`src/rtl/oka_32bit_seq.sv`:
```
// Iterative carry-less 32x32 Karatsuba multiplier sharing one 16x16 carry-less core.
// Latency: product registered 3 edges after accept; one product per 4 cycles max.
// Backpressure: result held in DONE until out_ready; new request accepted same cycle.
module oka_32bit_seq #(
    parameter int N = 32
) (
    input  logic             clk,
    input  logic             rst,
    input  logic             in_valid,
    output logic             in_ready,
    input  logic [N-1:0]     a,
    input  logic [N-1:0]     b,
    output logic             out_valid,
    input  logic             out_ready,
    output logic [2*N-2:0]   y,
    output logic             busy
);

    localparam int H = N / 2;

    typedef enum logic [2:0] {
        IDLE,
        M0,
        M1,
        M2,
        DONE
    } state_t;

    state_t            state;
    state_t            state_nxt;
    logic              accept;
    logic [N-1:0]      a_q;
    logic [N-1:0]      b_q;
    logic [2*H-2:0]    z0;
    logic [2*H-2:0]    z1;
    logic [H-1:0]      mul_a;
    logic [H-1:0]      mul_b;
    logic [2*H-2:0]    mul_p;
    logic [2*H-2:0]    mid;
    logic [2*N-2:0]    y_nxt;

    // Handshake: accept from IDLE, or from DONE while the result is consumed.
    always_comb begin
        in_ready = (state == IDLE) || ((state == DONE) && out_ready);
        accept   = in_valid && in_ready;
    end

    // Select the operand halves for the shared core according to the current phase.
    always_comb begin
        mul_a = a_q[H-1:0];
        mul_b = b_q[H-1:0];
        case (state)
            M1: begin
                mul_a = a_q[H-1:0] ^ a_q[N-1:H];
                mul_b = b_q[H-1:0] ^ b_q[N-1:H];
            end
            M2: begin
                mul_a = a_q[N-1:H];
                mul_b = b_q[N-1:H];
            end
            default: begin
                mul_a = a_q[H-1:0];
                mul_b = b_q[H-1:0];
            end
        endcase
    end

    // Shared HxH carry-less multiplier: XOR of shifted partial products.
    always_comb begin
        mul_p = '0;
        for (int i = 0; i < H; i++) begin
            if (mul_b[i]) begin
                mul_p = mul_p ^ ({{(H-1){1'b0}}, mul_a} << i);
            end
        end
    end

    // Karatsuba recombination in M2, where the core output is z2.
    always_comb begin
        mid   = z0 ^ z1 ^ mul_p;
        y_nxt = {{N{1'b0}}, z0}
              ^ ({{N{1'b0}}, mid} << H)
              ^ ({{N{1'b0}}, mul_p} << N);
    end

    // Next-state logic for the phase sequencer.
    always_comb begin
        state_nxt = state;
        case (state)
            IDLE:    if (accept) state_nxt = M0;
            M0:      state_nxt = M1;
            M1:      state_nxt = M2;
            M2:      state_nxt = DONE;
            DONE: begin
                if (out_ready) begin
                    state_nxt = accept ? M0 : IDLE;
                end
            end
            default: state_nxt = IDLE;
        endcase
    end

    // State register plus registered status flags derived from the next state.
    always_ff @(posedge clk or posedge rst) begin
        if (rst) begin
            state     <= IDLE;
            out_valid <= 1'b0;
            busy      <= 1'b0;
        end else begin
            state     <= state_nxt;
            out_valid <= (state_nxt == DONE);
            busy      <= (state_nxt != IDLE);
        end
    end

    // Datapath: operands load only on accept; sub-products and result load in their phase.
    always_ff @(posedge clk or posedge rst) begin
        if (rst) begin
            a_q <= '0;
            b_q <= '0;
            z0  <= '0;
            z1  <= '0;
            y   <= '0;
        end else begin
            if (accept) begin
                a_q <= a;
                b_q <= b;
            end
            if (state == M0) z0 <= mul_p;
            if (state == M1) z1 <= mul_p;
            if (state == M2) y  <= y_nxt;
        end
    end

endmodule

```
`config.mk`:
```
export PLATFORM = sky130hd
export DESIGN_NAME = oka_32bit_seq
export DESIGN_NICKNAME = d
export VERILOG_FILES = /design/src/rtl/oka_32bit_seq.sv
export SDC_FILE = /design/constraint.sdc
export NUM_CORES = 1
export LEC_CHECK = 0
export CORE_UTILIZATION = 40
export CTS_CLUSTER_SIZE = 25
export DETAILED_ROUTE_END_ITERATION = 12
export GPL_TIMING_DRIVEN = 0
export HOLD_SLACK_MARGIN = 0.08
export SLEW_MARGIN = 20
export SYNTH_ARGS = -nofsm -noshare
export SYNTH_HDL_FRONTEND = slang
export SYNTH_SLANG_ARGS = --single-unit
```
`constraint.sdc`:
```
create_clock -name clk -period 7.3 [get_ports clk]
set_input_delay 2.19 -clock clk [delete_from_list [all_inputs] [get_ports clk]]
set_output_delay 2.19 -clock clk [all_outputs]
set_load 0.005 [all_outputs]
```
==> results.json, run 1 <==
{
  "cts_hold_buf": 0,
  "routabilityCongestion": 0.887,
  "min-delay-start": "y[33]",
  "timing.final.hold_violations": 0,
  "drtAntennaViolNets": 0,
  "synth_area_per_cell_um2": 9.46,
  "cts_buffer_depth": 2,
  "synth_warnings": 0,
  "row_count": 63,
  "clkTransAtPathRegs_ns": 0.08,
  "die_w_um": 176,
  "cts_made_buffers": 17,
  "drc": 0,
  "syn2layout_area_growth_pct": 21.4,
  "synth-compound-area-share_pct": 8.09,
  "final_cells": 1841,
  "h-tree-depth": 4,
  "dr.pass1.iters": 7,
  "nFillCells": 2749,
  "num-nets-final": 1506,
  "io_pins": 134,
  "synth_fa_ha_area_share_pct": 0,
  "finalMaxSlewViolations": 0,
  "dp.cells": 1809,
  "wire_per_inst_um": 18.7,
  "yosys.area.top_type": "dfrtp_1",
  "synth_top_cell_area_share_pct": 40.1,
  "clock-root-buffer": "clkbuf_16",
  "synthMuxAreaShare_pct": 7.91,
  "synth_common_cells": "nand2_1, dfrtp_1, xnor2_1, o21ai_0, mux2_2",
  "worstSetupStartpoint": "out_ready",
  "numClockSinks": 194,
  "yosys.area_share.simple_pct": 14.0,
  "initial_core_util_pct": 40.7,
  "worst_slack_ns": 1.51,
  "skew_ns": 0.0198,
  "core-area_um2": 29700,
  "fin_crit_sh_pct": 79.3,
  "cts_resized": 0,
  "clk_latency_ns": 0.45,
  "grt_max_degree": 33,
  "chipHeight_um": 176,
  "syn-cell-area_um2": 12100,
  "maxCapViolations": 0,
  "synth_seq_area_share_pct": 40.1,
  "cp_data_required_time_ns": 5.11,
  "worst_pin_slew_ns": 0.899,
  "post_cts_buffers": 0,
  "fin_setup_tns_ns": 0,
  "drt_iter0_drc": 887,
  "hold_path.class": "reg -> reg",
  "rsz0062_at_grt": "false",
  "yosysUniqueCellTypes": 29,
  "path_class": "in -> out",
  "cp-start-kind": "input pin",
  "wl_um": 34500,
  "drive_above_1_share_pct": 13.6,
  "synth.most_common_cell": "nand2_1",
  "ys_ff_latch": 194,
  "synth_edf_count": 0,
  "reg2reg_from": "state[1]",
  "track_usage_pct": 23.1,
  "synthFlopType": "dfrtp_1",
  "grt_pass1_vias": 9211,
  "postLayoutCoreUtil_pct": 49.4,
  "async_flop_share_pct": 100,
  "synth_top_family_by_area": "XOR/XNOR gates",
  "fmax_mhz": 173,
  "fp.dieArea_um2": 31000,
  "grt_overflow": 0,
  "setup_viol": 0,
  "dp_slack_ns": 1.52,
  "antenna_found_initial": 0,
  "dp_hpwl_um": 25400,
  "yosys-top-cells-area": "dfrtp_1, xnor2_1, nand2_1, mux2_2, xnor3_1",
  "crit_path_end_kind": "primary output",
  "status": "finished, final reports clean",
  "cts_tree": "built",
  "synthCells": 1279,
  "avgViaCountPerCell": 5.10,
  "grt_pass1_wl_um": 54200,
  "min_period_ns": 5.79,
  "port_buffers": 133,
  "synth_xor_area_share_pct": 25.5,
  "arrival_ns": 3.60,
  "relSlewSlack_pct": 39.6,
  "synth_nets": 1347,
  "vias": 9383,
  "critPathMaxFanout": 3,
  "diodes": 0
}
[state kept, by name (all words and copies together), names as in the netlist]
name,cells
a_q,32
b_q,32
busy,1
out_valid,1
state,3
y,63
z0,31
z1,31
[through the flow]
stage	area [um2]	hold WS, ns
after floorplan	12100	0.452
after global placement	13900	0.465
after detailed placement	14100	0.471
after CTS	14700	0.491
after global routing	14700	0.514
final	14700	0.480
[placed cells by master (no fill, tap or decap), drive strengths merged]
| master | Yosys | layout |
|---|---|---|
| inv | 33 | 40 |
| buf | 46 | 53 |
| nor2 | 33 | 33 |
| or3b | 1 | 1 |
| xnor2 | 179 | 179 |
| xor2 | 61 | 61 |
| dfrtp | 194 | 194 |
| mux2 | 85 | 85 |
| clkdlybuf4s50 | 0 | 133 |
| xor3 | 2 | 2 |
| nor2b | 1 | 1 |
| clkinvlp | 0 | 1 |
| nand4b | 1 | 1 |
| nand2b | 2 | 2 |
| nor3 | 1 | 1 |
| o211ai | 32 | 32 |
| clkbuf | 33 | 51 |
| nand2 | 396 | 396 |
| bufinv | 0 | 1 |
| a22o | 2 | 2 |
| clkinv | 0 | 5 |
| xnor3 | 40 | 40 |
| o21ai | 136 | 136 |
| and2b | 1 | 1 |
[worst max-delay path, stage by stage]
cell	delay, ns
clkdlybuf4s50_1	0.47
nor2b_1	0.07
nor3_1	0.29
clkdlybuf4s50_1	0.57
[worst paths after layout]
kind                       endpoint  slack [ns]  depth (start not counted)
max reg2reg                   y[43]        3.72                         11
max                        in_ready        1.51                          4
max in group asynchronous     z1[1]        4.29                          6
min reg2reg                   y[33]        0.48                          2
min                           y[33]        0.48                          2
min in group asynchronous   b_q[27]        2.01                          2
[cell type report]
class	instances	area, um2	share of cell area (%)
Multi-Input combinational cell	973	6710	45.7
Sequential cell	194	4850	33.1
Timing Repair Buffer	140	1480	10.1
Tap cell	390	488	3.32
Clock buffer	18	429	2.92
Buffer	79	413	2.81
Clock inverter	14	184	1.25
Inverter	33	128	0.869
[cell families (layout without fill, tap and decap cells)]
logic type,after synthesis,after routing
muxes,85,85
and+or+nand+nor,436,436
AOI/OAI and AO/OA,170,170
buffers and inverters,112,284
xor gates and xnor gates,282,282
DFF,194,194
[per-layer routing]
metal | vias to the layer above | part of all wire (%) | global-route usage, %
met5 | - | 0 | 0
met4 | 0 | 1.4 | 5.62
met3 | 32 | 5.6 | 4.33
met2 | 285 | 47 | 37.6
met1 | 4643 | 46 | 31.7
li1 | 4423 | - | -
Power of run 1 is left out: the tool's default activity adds up to more than one toggle a clock period on the data nets, which glitch-free logic cannot reach.
==> run 2: changes to the inputs <==
clock period = 4.7 ns   (was 7.3 ns; I/O delays follow)
==> results of run 2 <==
Same layout as run 1 (identical final DEF). Status: finished, final reports clean.
Main changes from that run: setup slack after placement 1.52 ns -> 0.483 ns; setup slack after layout 1.51 ns -> 0.473 ns; register-to-register setup slack 3.72 ns -> 1.12 ns
Power of run 2 is left out for the same reason.
